===== config.mk =====
export PLATFORM = sky130hd
export DESIGN_NAME = coef_bank_dbuf_flat
export DESIGN_NICKNAME = d
export VERILOG_FILES = /design/src/rtl/coef_bank_dbuf_if.sv /design/src/rtl/coef_bank_dbuf.sv /design/src/flat_wrapper.sv
export SDC_FILE = /design/constraint.sdc
export NUM_CORES = 1
export LEC_CHECK = 0
export BUFFER_PORTS_ARGS = -buffer_cell sky130_fd_sc_hd__buf_2
export CORE_UTILIZATION = 40
export CTS_CLUSTER_SIZE = 24
export DETAILED_ROUTE_END_ITERATION = 6
export GPL_TIMING_DRIVEN = 0
export SETUP_SLACK_MARGIN = 0.1
export SYNTH_ARGS = -nofsm -noshare
export SYNTH_HDL_FRONTEND = slang
export SYNTH_SLANG_ARGS = --single-unit

===== constraint.sdc =====
create_clock -name i_clk -period 2.3 [get_ports i_clk]
set_input_delay 0.115 -clock i_clk [delete_from_list [all_inputs] [get_ports i_clk]]
set_output_delay 0.115 -clock i_clk [all_outputs]
set_load 0.03 [all_outputs]

===== src/rtl/coef_bank_dbuf_if.sv =====
// -----------------------------------------------------------------------------
// coef_bank_dbuf_if
//
// Avalon-MM slave-side bundle for the double-buffered coefficient store.
//
// Handshake: there is no waitrequest. A write completes at the clock edge that
// samples AVL_WRITE=1. A read is accepted at the edge that samples AVL_READ=1.
// AVL_READDATA is then qualified by a single-cycle AVL_READDATAVALID pulse
// after the following edge. If AVL_READ and AVL_WRITE are set together, the
// write takes effect and the read returns the value from before the write.
//
// Signals:
//   AVL_ADDRESS        master->slave  word address
//   AVL_DATA           master->slave  write data
//   AVL_WRITE          master->slave  write strobe
//   AVL_READ           master->slave  read strobe
//   AVL_READDATA       slave->master  read data
//   AVL_READDATAVALID  slave->master  read data qualifier
// -----------------------------------------------------------------------------
interface coef_bank_dbuf_if #(
    parameter int ADDR_WIDTH = 16,
    parameter int DATA_WIDTH = 16
);
    logic [ADDR_WIDTH-1:0] AVL_ADDRESS;
    logic [DATA_WIDTH-1:0] AVL_DATA;
    logic                  AVL_WRITE;
    logic                  AVL_READ;
    logic [DATA_WIDTH-1:0] AVL_READDATA;
    logic                  AVL_READDATAVALID;

    modport master (
        output AVL_ADDRESS,
        output AVL_DATA,
        output AVL_WRITE,
        output AVL_READ,
        input  AVL_READDATA,
        input  AVL_READDATAVALID
    );

    modport slave (
        input  AVL_ADDRESS,
        input  AVL_DATA,
        input  AVL_WRITE,
        input  AVL_READ,
        output AVL_READDATA,
        output AVL_READDATAVALID
    );
endinterface


===== src/rtl/coef_bank_dbuf.sv =====
// -----------------------------------------------------------------------------
// coef_bank_dbuf
//
// Double-buffered FIR coefficient store. Software fills the shadow bank over
// Avalon-MM while the filter reads the active bank. A swap is armed by a CTRL
// write and only lands on a filter sample boundary (i_sample_tick). This keeps
// a convolution from ever mixing two coefficient sets.
//
// Ports:
//   i_clk          clock
//   i_rst          synchronous active-high reset
//   i_idx          tap index requested by the filter
//   i_sample_tick  one-cycle pulse at the filter sample boundary
//   o_tap          registered active-bank coefficient for i_idx
//   o_mem_ready    active bank holds a valid coefficient set
//   o_dbg_state    swap FSM state (0 = IDLE, 1 = PENDING)
//   avl            Avalon-MM slave port (see coef_bank_dbuf_if)
//
// Address map (word addresses):
//   0..NUM_TAPS-1  shadow coefficients (reads are sign-extended)
//   NUM_TAPS       write: CTRL   bit0 swap request, bit1 clear bitmap+err
//                  read:  STATUS bit0 mem_ready, bit1 swap_pending,
//                                bit2 err, bit3 all_written
//   above          writes ignored, reads return 0
// -----------------------------------------------------------------------------
module coef_bank_dbuf #(
    parameter int NUM_TAPS   = 16,
    parameter int COEF_WIDTH = 16,
    parameter int ADDR_WIDTH = 16,
    parameter int DATA_WIDTH = 16,
    parameter int TEST       = 1,
    parameter int IDX_W      = $clog2(NUM_TAPS)
) (
    input  logic                  i_clk,
    input  logic                  i_rst,
    input  logic [IDX_W-1:0]      i_idx,
    input  logic                  i_sample_tick,
    output logic [COEF_WIDTH-1:0] o_tap,
    output logic                  o_mem_ready,
    output logic                  o_dbg_state,
    coef_bank_dbuf_if.slave       avl
);

    typedef enum logic {
        S_IDLE    = 1'b0,
        S_PENDING = 1'b1
    } state_t;

    localparam logic [ADDR_WIDTH-1:0] CTRL_ADDR = ADDR_WIDTH'(NUM_TAPS);

    // Built-in symmetric low-pass set. It is used when TEST is set, so the
    // filter produces sensible output before software has written anything.
    function automatic logic [COEF_WIDTH-1:0] default_coef(input int idx);
        logic signed [15:0] v;
        case (idx)
            0, 15:   v = 16'sh0565;
            1, 14:   v = 16'sh0BD9;
            2, 13:   v = 16'sh0B0B;
            3, 12:   v = 16'shFF27;
            4, 11:   v = 16'shF3A7;
            5, 10:   v = 16'shFB52;
            6, 9:    v = 16'sh182E;
            7, 8:    v = 16'sh3384;
            default: v = 16'sh0000;
        endcase
        // Signed size cast: truncates when narrower, sign-extends when wider.
        return COEF_WIDTH'(v);
    endfunction

    function automatic logic [COEF_WIDTH-1:0] reset_coef(input int idx);
        return (TEST != 0) ? default_coef(idx) : '0;
    endfunction

    // ------------------------------------------------------------------ state
    logic [COEF_WIDTH-1:0] r_bank [2][NUM_TAPS];
    logic                  r_bank_sel;
    state_t                r_state;
    logic [NUM_TAPS-1:0]   r_bitmap;
    logic                  r_err;
    logic                  r_mem_ready;
    logic [COEF_WIDTH-1:0] r_tap;
    logic [DATA_WIDTH-1:0] r_rdata;
    logic                  r_rvalid;

    // ------------------------------------------------------------- decoding
    logic                  w_addr_is_tap;
    logic                  w_addr_is_ctrl;
    logic [IDX_W-1:0]      w_tap_addr;
    logic                  w_shadow_sel;
    logic                  w_all_written;
    logic                  w_tap_wr;
    logic                  w_ctrl_wr;
    logic                  w_coef_wr;
    logic                  w_idx_ok;
    logic [DATA_WIDTH-1:0] w_rd_mux;

    assign w_addr_is_tap  = (avl.AVL_ADDRESS < CTRL_ADDR);
    assign w_addr_is_ctrl = (avl.AVL_ADDRESS == CTRL_ADDR);
    assign w_tap_addr     = avl.AVL_ADDRESS[IDX_W-1:0];
    assign w_shadow_sel   = ~r_bank_sel;
    assign w_all_written  = &r_bitmap;
    assign w_tap_wr       = avl.AVL_WRITE && w_addr_is_tap;
    assign w_ctrl_wr      = avl.AVL_WRITE && w_addr_is_ctrl;
    // The shadow bank is frozen while a swap is pending. It is about to go live.
    assign w_coef_wr      = w_tap_wr && (r_state == S_IDLE);

    // An out-of-range tap index can only occur when NUM_TAPS is not a power
    // of two.
    generate
        if ((1 << IDX_W) == NUM_TAPS) begin : g_idx_full
            assign w_idx_ok = 1'b1;
        end else begin : g_idx_part
            assign w_idx_ok = (32'(i_idx) < NUM_TAPS);
        end
    endgenerate

    // -------------------------------------------------------- swap FSM/ctrl
    always_ff @(posedge i_clk) begin
        if (i_rst) begin
            r_state     <= S_IDLE;
            r_bank_sel  <= 1'b0;
            r_bitmap    <= '0;
            r_err       <= 1'b0;
            r_mem_ready <= (TEST != 0);
        end else begin
            if (w_tap_wr) begin
                if (r_state == S_IDLE) begin
                    r_bitmap[w_tap_addr] <= 1'b1;
                end else begin
                    r_err <= 1'b1;
                end
            end

            // A clear does not cancel a pending swap. It only resets progress
            // tracking and the sticky error.
            if (w_ctrl_wr && avl.AVL_DATA[1]) begin
                r_bitmap <= '0;
                r_err    <= 1'b0;
            end

            case (r_state)
                S_IDLE: begin
                    if (w_ctrl_wr && avl.AVL_DATA[0]) begin
                        if (w_all_written) begin
                            r_state <= S_PENDING;
                        end else begin
                            r_err <= 1'b1;
                        end
                    end
                end
                S_PENDING: begin
                    // A repeated request while pending needs no handling.
                    if (i_sample_tick) begin
                        r_state     <= S_IDLE;
                        r_bank_sel  <= ~r_bank_sel;
                        r_bitmap    <= '0;
                        r_mem_ready <= 1'b1;
                    end
                end
                default: r_state <= S_IDLE;
            endcase
        end
    end

    // ------------------------------------------------------- coefficient RAM
    always_ff @(posedge i_clk) begin
        if (i_rst) begin
            for (int b = 0; b < 2; b++) begin
                for (int t = 0; t < NUM_TAPS; t++) begin
                    r_bank[b][t] <= reset_coef(t);
                end
            end
        end else if (w_coef_wr) begin
            r_bank[w_shadow_sel][w_tap_addr] <= avl.AVL_DATA[COEF_WIDTH-1:0];
        end
    end

    // ----------------------------------------------------------- tap output
    // This uses the pre-swap bank_sel at the tick edge. The new set therefore
    // shows up for the index sampled one edge later.
    always_ff @(posedge i_clk) begin
        if (i_rst) begin
            r_tap <= '0;
        end else if (w_idx_ok) begin
            r_tap <= r_bank[r_bank_sel][i_idx];
        end else begin
            r_tap <= '0;
        end
    end

    // ------------------------------------------------------------ read path
    always_comb begin
        w_rd_mux = '0;
        if (w_addr_is_tap) begin
            w_rd_mux = DATA_WIDTH'($signed(r_bank[w_shadow_sel][w_tap_addr]));
        end else if (w_addr_is_ctrl) begin
            w_rd_mux[3:0] = {w_all_written, r_err,
                             (r_state == S_PENDING), r_mem_ready};
        end
    end

    // Reads sample registers before this edge's update. A read issued with a
    // write therefore returns the value from before the write.
    always_ff @(posedge i_clk) begin
        if (i_rst) begin
            r_rdata  <= '0;
            r_rvalid <= 1'b0;
        end else begin
            r_rvalid <= avl.AVL_READ;
            if (avl.AVL_READ) begin
                r_rdata <= w_rd_mux;
            end
        end
    end

    assign o_tap                 = r_tap;
    assign o_mem_ready           = r_mem_ready;
    assign o_dbg_state           = r_state;
    assign avl.AVL_READDATA      = r_rdata;
    assign avl.AVL_READDATAVALID = r_rvalid;

endmodule


===== src/flat_wrapper.sv =====
// flat-port wrapper written by rule: the top's interface ports become plain ports
module coef_bank_dbuf_flat 
#(
    parameter int NUM_TAPS   = 16,
    parameter int COEF_WIDTH = 16,
    parameter int ADDR_WIDTH = 16,
    parameter int DATA_WIDTH = 16,
    parameter int TEST       = 1,
    parameter int IDX_W      = $clog2(NUM_TAPS)
)
  (i_clk, i_rst, i_idx, i_sample_tick, o_tap, o_mem_ready, o_dbg_state, avl_AVL_ADDRESS, avl_AVL_DATA, avl_AVL_WRITE, avl_AVL_READ, avl_AVL_READDATA, avl_AVL_READDATAVALID);
  coef_bank_dbuf_if #(.ADDR_WIDTH(ADDR_WIDTH), .DATA_WIDTH(DATA_WIDTH)) avl_i ();
  input  logic i_clk;
  input  logic i_rst;
  input  logic [IDX_W-1:0] i_idx;
  input  logic i_sample_tick;
  output logic [COEF_WIDTH-1:0] o_tap;
  output logic o_mem_ready;
  output logic o_dbg_state;
  input wire logic [$bits(avl_i.AVL_ADDRESS)-1:0] avl_AVL_ADDRESS;
  input wire logic [$bits(avl_i.AVL_DATA)-1:0] avl_AVL_DATA;
  input wire logic [$bits(avl_i.AVL_WRITE)-1:0] avl_AVL_WRITE;
  input wire logic [$bits(avl_i.AVL_READ)-1:0] avl_AVL_READ;
  output wire logic [$bits(avl_i.AVL_READDATA)-1:0] avl_AVL_READDATA;
  output wire logic [$bits(avl_i.AVL_READDATAVALID)-1:0] avl_AVL_READDATAVALID;
  assign avl_i.AVL_ADDRESS = avl_AVL_ADDRESS;
  assign avl_i.AVL_DATA = avl_AVL_DATA;
  assign avl_i.AVL_WRITE = avl_AVL_WRITE;
  assign avl_i.AVL_READ = avl_AVL_READ;
  assign avl_AVL_READDATA = avl_i.AVL_READDATA;
  assign avl_AVL_READDATAVALID = avl_i.AVL_READDATAVALID;
  coef_bank_dbuf #(.NUM_TAPS(NUM_TAPS), .COEF_WIDTH(COEF_WIDTH), .ADDR_WIDTH(ADDR_WIDTH), .DATA_WIDTH(DATA_WIDTH), .TEST(TEST), .IDX_W(IDX_W)) u_core (.i_clk(i_clk), .i_rst(i_rst), .i_idx(i_idx), .i_sample_tick(i_sample_tick), .o_tap(o_tap), .o_mem_ready(o_mem_ready), .o_dbg_state(o_dbg_state), .avl(avl_i));
endmodule

**After elaboration in Yosys (flattened, before gate mapping)**

Memory sizes are Yosys's and may differ from the RTL's. A register that Yosys moved wholly into a read port is not among the register bits.
Index checks and enable logic that the tools add are counted.

- Register bits after elaboration: 52
- Memory bits (writable): 512
- Input port bits: 41
- Output and inout port bits: 35
- Logic and storage cells: 76
- Memories: 1

- Magnitude comparators: 6
- Equal/unequal tests: 1
- Mux-type cells: 46
- Bitwise logic cells: 5
- Reduce and logical (&&, ||, !) cells: 10

Memories:

| name | words | width | rd ports | clocked after memory_dff | write ports | line | RTL |
|---|---|---|---|---|---|---|---|
| u_core.r_bank | 2 | 256 | 2 | 1 | 2 | coef_bank_dbuf.sv:75 | `logic [COEF_WIDTH-1:0] r_bank [2][NUM_TAPS];` |

Operator list:

| kind | count |
|---|---|
| 2-to-1 mux 256 bit | 3 |
| 2-to-1 mux 16 bit | 18 |
| OR reduction 256 bit | 1 |
| binary-select mux 16 bit (select 4 bit) | 2 |
| demux 16 bit (select 4 bit) | 1 |
| 2-to-1 mux 1 bit | 17 |
| == test 16 x 5 -> 1 bit, second input constant | 1 |
| less-than comparator 16 x 5 -> 1 bit, second input constant | 1 |
| OR 16 bit | 1 |
| AND reduction 16 bit | 1 |
| 2-to-1 mux 12 bit | 1 |
| greater-or-equal comparator 5 bit, second input constant | 2 |
| inverter 4 -> 5 bit | 2 |
| 2-to-1 mux 4 bit | 2 |
| logical AND 1 bit | 7 |
| less-than comparator 4 x 5 -> 1 bit, second input constant | 1 |
| less-than comparator 5 x 1 -> 1 bit, second input constant | 1 |
| demux 1 bit (select 4 bit) | 1 |
| greater-or-equal comparator 4 x 1 -> 1 bit, second input constant | 1 |
| inverter 1 bit | 2 |
| one-hot mux 1 bit (2 select lines) | 1 |
| AND reduction 2 bit | 1 |

**Longest topological paths before layout**

- Word-level depth: 10
- Mapped depth: 8
- Mapped depth without buffers: 5

**Worst setup path after synthesis**

Ideal clock, no wire load.

- Path type: reg-to-reg
- From: register u_core.r_state, in the netlist u_core.o_dbg_state
- To: memory u_core.r_bank[0][192] (netlist bit), enable pin
- Setup time: 373 ps
- Data arrival time: 2224 ps
- Required time: 1927 ps
- Setup slack: -297 ps
- Stages on the path, launching flop included: 9
- Buffers on the path: 3
- Period minus slack after synthesis: 2597 ps
- Cells stage by stage: dfxtp_1 -> nor2b_1 -> nand4_1 -> or2_1 -> buf_6 -> buf_6 -> nor3_4 -> buf_6 -> or2_1

RTL lines:

| item | line | RTL |
|---|---|---|
| from (decl) | coef_bank_dbuf.sv:77 | `state_t r_state;` |
| from (signal assigned) | coef_bank_dbuf.sv:120 | `r_state <= S_IDLE;` |
| from (signal assigned) | coef_bank_dbuf.sv:145 | `r_state <= S_PENDING;` |
| from (signal assigned) | coef_bank_dbuf.sv:154 | `r_state <= S_IDLE;` |
| to (decl) | coef_bank_dbuf.sv:75 |  |

==> load_flow_metrics.sql <==
INSERT INTO impl_metrics (metric_group, metric, value, unit) VALUES
('pwr', 'p_leak', '12.4', 'nW'),
('place', 'final_replace_weighted_congestion', '0.991', ''),
('routing', 'drtAntennaViolNets', '0', ''),
('critical_path', 'worstPathBufferInverterCount', '4', ''),
('synth', 'sequential_element_share_of_the_synthesized_area', '59.4', '%'),
('layout', 'share_of_cells_above_drive_strength_1', '43.7', '%'),
('floorplan', 'floorplan.core_area', '0.0685', 'mm²'),
('critical_path', 'r2r_slack', '-0.20', 'ns'),
('global_routing', 'grt_overall_usage', '32.8', '%'),
('critical_path', 'critical_path_peak_fanout', '6', ''),
('critical_path', 'critical_path.top_delay_family', 'simple AND/OR/NAND/NOR gates', ''),
('routing', 'dr.first_iter.drc_count', '3774', ''),
('layout', 'n_fill_cell', '5406', ''),
('critical_path', 'cpPeakStageDelay', '0.35', 'ns'),
('floorplan', 'height_of_the_die', '265', 'µm'),
('clocking', 'cts.path.max_buffers', '3', ''),
('critical_path', 'critical_path_class', 'flip-flop to flip-flop', ''),
('routing', 'detail_route.vias_per_cell', '6.86', ''),
('outcome', 'failing_checks', 'negative setup slack', ''),
('clocking', 'clock-sinks', '565', ''),
('routing', 'detail_route.drc_violations', '0', ''),
('global_routing', 'pin_count_of_the_biggest_net_entering_global_routing', '17', ''),
('pwr', 'max-vdd-ir-drop', '577', 'µV'),
('place', 'place.detailed.hpwl', '72700', 'µm'),
('critical_path', 'r2r_worst_path_depth', '9', ''),
('critical_path', 'worst-endpoint-arrival', '2.85', 'ns'),
('sta', 'rsz_0062_raised_after_global_routing', 'true', ''),
('synth', 'synth-seq-cells', '565', ''),
('outcome', 'status', 'finished with violations', ''),
('layout', 'final_cell_mix', '512 x sky130_fd_sc_hd__edfxtp_1, 285 x sky130_fd_sc_hd__mux4_2, 133 x sky130_fd_sc_hd__and2_1', ''),
('sta', 'layout_setup_ws', '-0.196', 'ns'),
('critical_path', 'cp-start-kind', 'flip-flop', ''),
('synth', 'synthesis.nets', '1648', ''),
('global_routing', 'globalRouteMet1Util', '40.8', '%'),
('global_routing', 'globalRouteMet3Util', '12.6', '%'),
('sta', 'timing.final.max_slew_violations', '0', ''),
('global_routing', 'antenna_violations_before_repair', '9', ''),
('global_routing', 'global_route.overflow_total', '0', ''),
('sta', 'max_slew.worst_pin.slew', '1.37', 'ns'),
('layout', 'layout.cells.most_common', 'sky130_fd_sc_hd__edfxtp_1', ''),
('critical_path', 'reg2reg_from', 'u_core.o_dbg_state', ''),
('synth', 'postSynth.topFlopCell', 'sky130_fd_sc_hd__edfxtp_1', ''),
('global_routing', 'groute.layer.met2.usage', '48.4', '%'),
('synth', 'async_flop_share', '0', '%'),
('job', 'max-cap-violations', '0', ''),
('floorplan', 'design.die.area', '0.0702', 'mm²'),
('sta', 'timing.final.crit_period', '2.50', 'ns'),
('critical_path', 'critPathRequiredTime', '2.65', 'ns'),
('clocking', 'clkLatencyLatePin', '0.66', 'ns'),
('pwr', 'power_density', '699', 'mW/mm²'),
('clocking', 'clockRootBuffer', 'sky130_fd_sc_hd__clkbuf_16', ''),
('sta', 'timing.clock.skew', '0.0240', 'ns'),
('place', 'placement.io_buffers', '64', ''),
('routing', 'routed-via-count', '19800', ''),
('sta', 'timing.final.crit_share', '109', '%'),
('critical_path', 'crit_cells', '9', ''),
('floorplan', 'dieWidth', '265', 'µm'),
('floorplan', 'io_pins', '76', ''),
('layout', 'final_cells', '2888', ''),
('critical_path', 'crit_chain', 'nor2b_4, nand4_1, or2_1, buf_6, nor3_4, buf_12, clkbuf_16, or2_4, buf_12', ''),
('synth', 'syn-mean-instance-area', '17.2', 'µm²'),
('routing', 'postRouteWirelength', '118000', 'µm'),
('critical_path', 'source_of_the_critical_timing_path', 'u_core.o_dbg_state', ''),
('critical_path', 'worst_r2r_end', 'u_core.r_bank[0][95]', ''),
('clocking', 'clock_tree_from_tritoncts', 'built', ''),
('sta', 'timing.final.setup_violations', '319', ''),
('synth', 'synth_enable_flop_cells', '512', ''),
('synth', 'ys_types', '52', ''),
('min_path', 'hold_path_class', 'primary input to flip-flop', ''),
('floorplan', 'initial_core_utilization', '40.4', '%'),
('critical_path', 'critPathCapture', 'u_core.r_bank[0][95]', '');
[sequential cells by signal, summed over array words and instances (netlist names), named ones only]
register and cells:
u_core.o_dbg_state 1, u_core.o_tap 16, u_core.r_bank 512, u_core.r_err 1, u_core.r_bitmap 16, u_core.avl.AVL_READDATA 16
u_core.r_bank_sel 1, u_core.avl.AVL_READDATAVALID 1
[layout make-up]
| type | instances | area (µm²) | share of cell area (%) |
|---|---|---|---|
| diodes | 1 | 2.50 | 0.00704 |
| plain buffers | 143 | 1390 | 3.90 |
| clock buffers | 88 | 1820 | 5.11 |
| clock inverters | 25 | 285 | 0.802 |
| multi-input cells | 899 | 11100 | 31.3 |
| flip-flops and latches | 565 | 16400 | 46.2 |
| well taps | 882 | 1100 | 3.10 |
| repair buffers | 285 | 3400 | 9.56 |
[routing by layer]
layer / up-vias / share of wire (%) / wire [µm]
met5: - / 0.066 / 78
met4: 8 / 7.4 / 8750
met3: 510 / 16 / 18400
met2: 1955 / 43 / 50700
met1: 10100 / 34 / 39800
li1: 7224 / - / -
[worst register-to-register path, stage by stage (launching register included)]
cell	delay, ns
sky130_fd_sc_hd__dfxtp_4	0.35
sky130_fd_sc_hd__nor2b_4	0.12
sky130_fd_sc_hd__nand4_1	0.22
sky130_fd_sc_hd__or2_1	0.32
sky130_fd_sc_hd__buf_6	0.16
sky130_fd_sc_hd__nor3_4	0.25
sky130_fd_sc_hd__buf_12	0.18
sky130_fd_sc_hd__clkbuf_16	0.17
sky130_fd_sc_hd__or2_4	0.23
sky130_fd_sc_hd__buf_12	0.18
[through the flow]
| stage | hold WS [ns] | worst slack [ns] | setup TNS [ns] | util, % | cell area, µm² |
|---|---|---|---|---|---|
| after floorplan | 0.205 | 0.129 | 0 | - | 27700 |
| after global placement | 0.402 | -1.70 | -777.42 | 42.6 | 29100 |
| after detailed placement | 0.397 | -1.76 | -776.95 | 42.6 | 29100 |
| after CTS | 0.00499 | -0.152 | -5.60 | 50.2 | 34400 |
| after global routing | 0.0219 | -0.238 | -33.32 | 51.9 | 35600 |
| final | 0.0101 | -0.196 | -21.58 | 51.9 | 35600 |
[cell families after synthesis]
group	Yosys count	synth area share, %
compound gates	137	3.56
flops	565	59.4
buf+inv	143	2.44
other cells	1	0.0136
mux	308	24.0
simple gates	452	10.5
xor+xnor	1	0.0317
[worst min path at each step]
stage / slack [ns] / startpoint / end / cells past startpoint
after floorplan: 0.21 / i_rst / u_core.avl.AVL_READDATAVALID / 1
after CTS: 0.005 / avl_AVL_WRITE / u_core.r_bitmap[15] / 3
final: 0.01 / avl_AVL_WRITE / u_core.r_bitmap[4] / 3
after global placement: 0.40 / i_sample_tick / u_core.o_dbg_state / 3
after global routing: 0.02 / avl_AVL_DATA[6] / u_core.r_bank[0][230] / 2
after detailed placement: 0.40 / i_sample_tick / u_core.o_dbg_state / 3
[cells in the mapped netlist, types with 5 or more instances]
master | n | area [µm²]
sky130_fd_sc_hd__edfxtp_1 | 512 | 15400
sky130_fd_sc_hd__mux4_2 | 285 | 6420
sky130_fd_sc_hd__and2_1 | 157 | 982
sky130_fd_sc_hd__nand2b_1 | 139 | 870
sky130_fd_sc_hd__clkbuf_1 | 76 | 285
sky130_fd_sc_hd__dfxtp_1 | 53 | 1060
sky130_fd_sc_hd__nor2_1 | 34 | 128
sky130_fd_sc_hd__buf_2 | 30 | 150
sky130_fd_sc_hd__a22o_1 | 28 | 245
sky130_fd_sc_hd__a21oi_1 | 27 | 135
sky130_fd_sc_hd__mux2i_1 | 22 | 220
sky130_fd_sc_hd__a22oi_1 | 21 | 158
sky130_fd_sc_hd__buf_1 | 18 | 67.6
sky130_fd_sc_hd__a21o_1 | 17 | 128
sky130_fd_sc_hd__nand2_1 | 16 | 60.1
sky130_fd_sc_hd__or2_2 | 16 | 100
sky130_fd_sc_hd__or3_1 | 16 | 100
sky130_fd_sc_hd__nor2b_1 | 15 | 93.8
sky130_fd_sc_hd__a211oi_1 | 14 | 105
sky130_fd_sc_hd__o22ai_1 | 14 | 87.6
sky130_fd_sc_hd__nor3_4 | 13 | 211
sky130_fd_sc_hd__nand3_1 | 12 | 60.1
sky130_fd_sc_hd__buf_4 | 11 | 82.6
sky130_fd_sc_hd__buf_6 | 8 | 90.1
sky130_fd_sc_hd__nand4_1 | 7 | 43.8
sky130_fd_sc_hd__a31oi_1 | 5 | 31.3
[repair_timing]
action                                  CTS  global route
gates resized for setup                 300           130
pin swaps                                42            19
endpoints found under the setup margin  970           867
gates cloned                             11             8
setup buffers                           142            53
hold buffers                             12             0
hold endpoints to repair                 46             0
[power breakdown]
group	leakage (nW)	internal (mW)	switching [mW]	total (mW)
Sequential	5.45	11.7	0.275	11.9
Combinational	5.92	1.10	1.45	2.55
Clock	1.03	6.05	4.33	10.4
(Power assumes the default switching activity.)
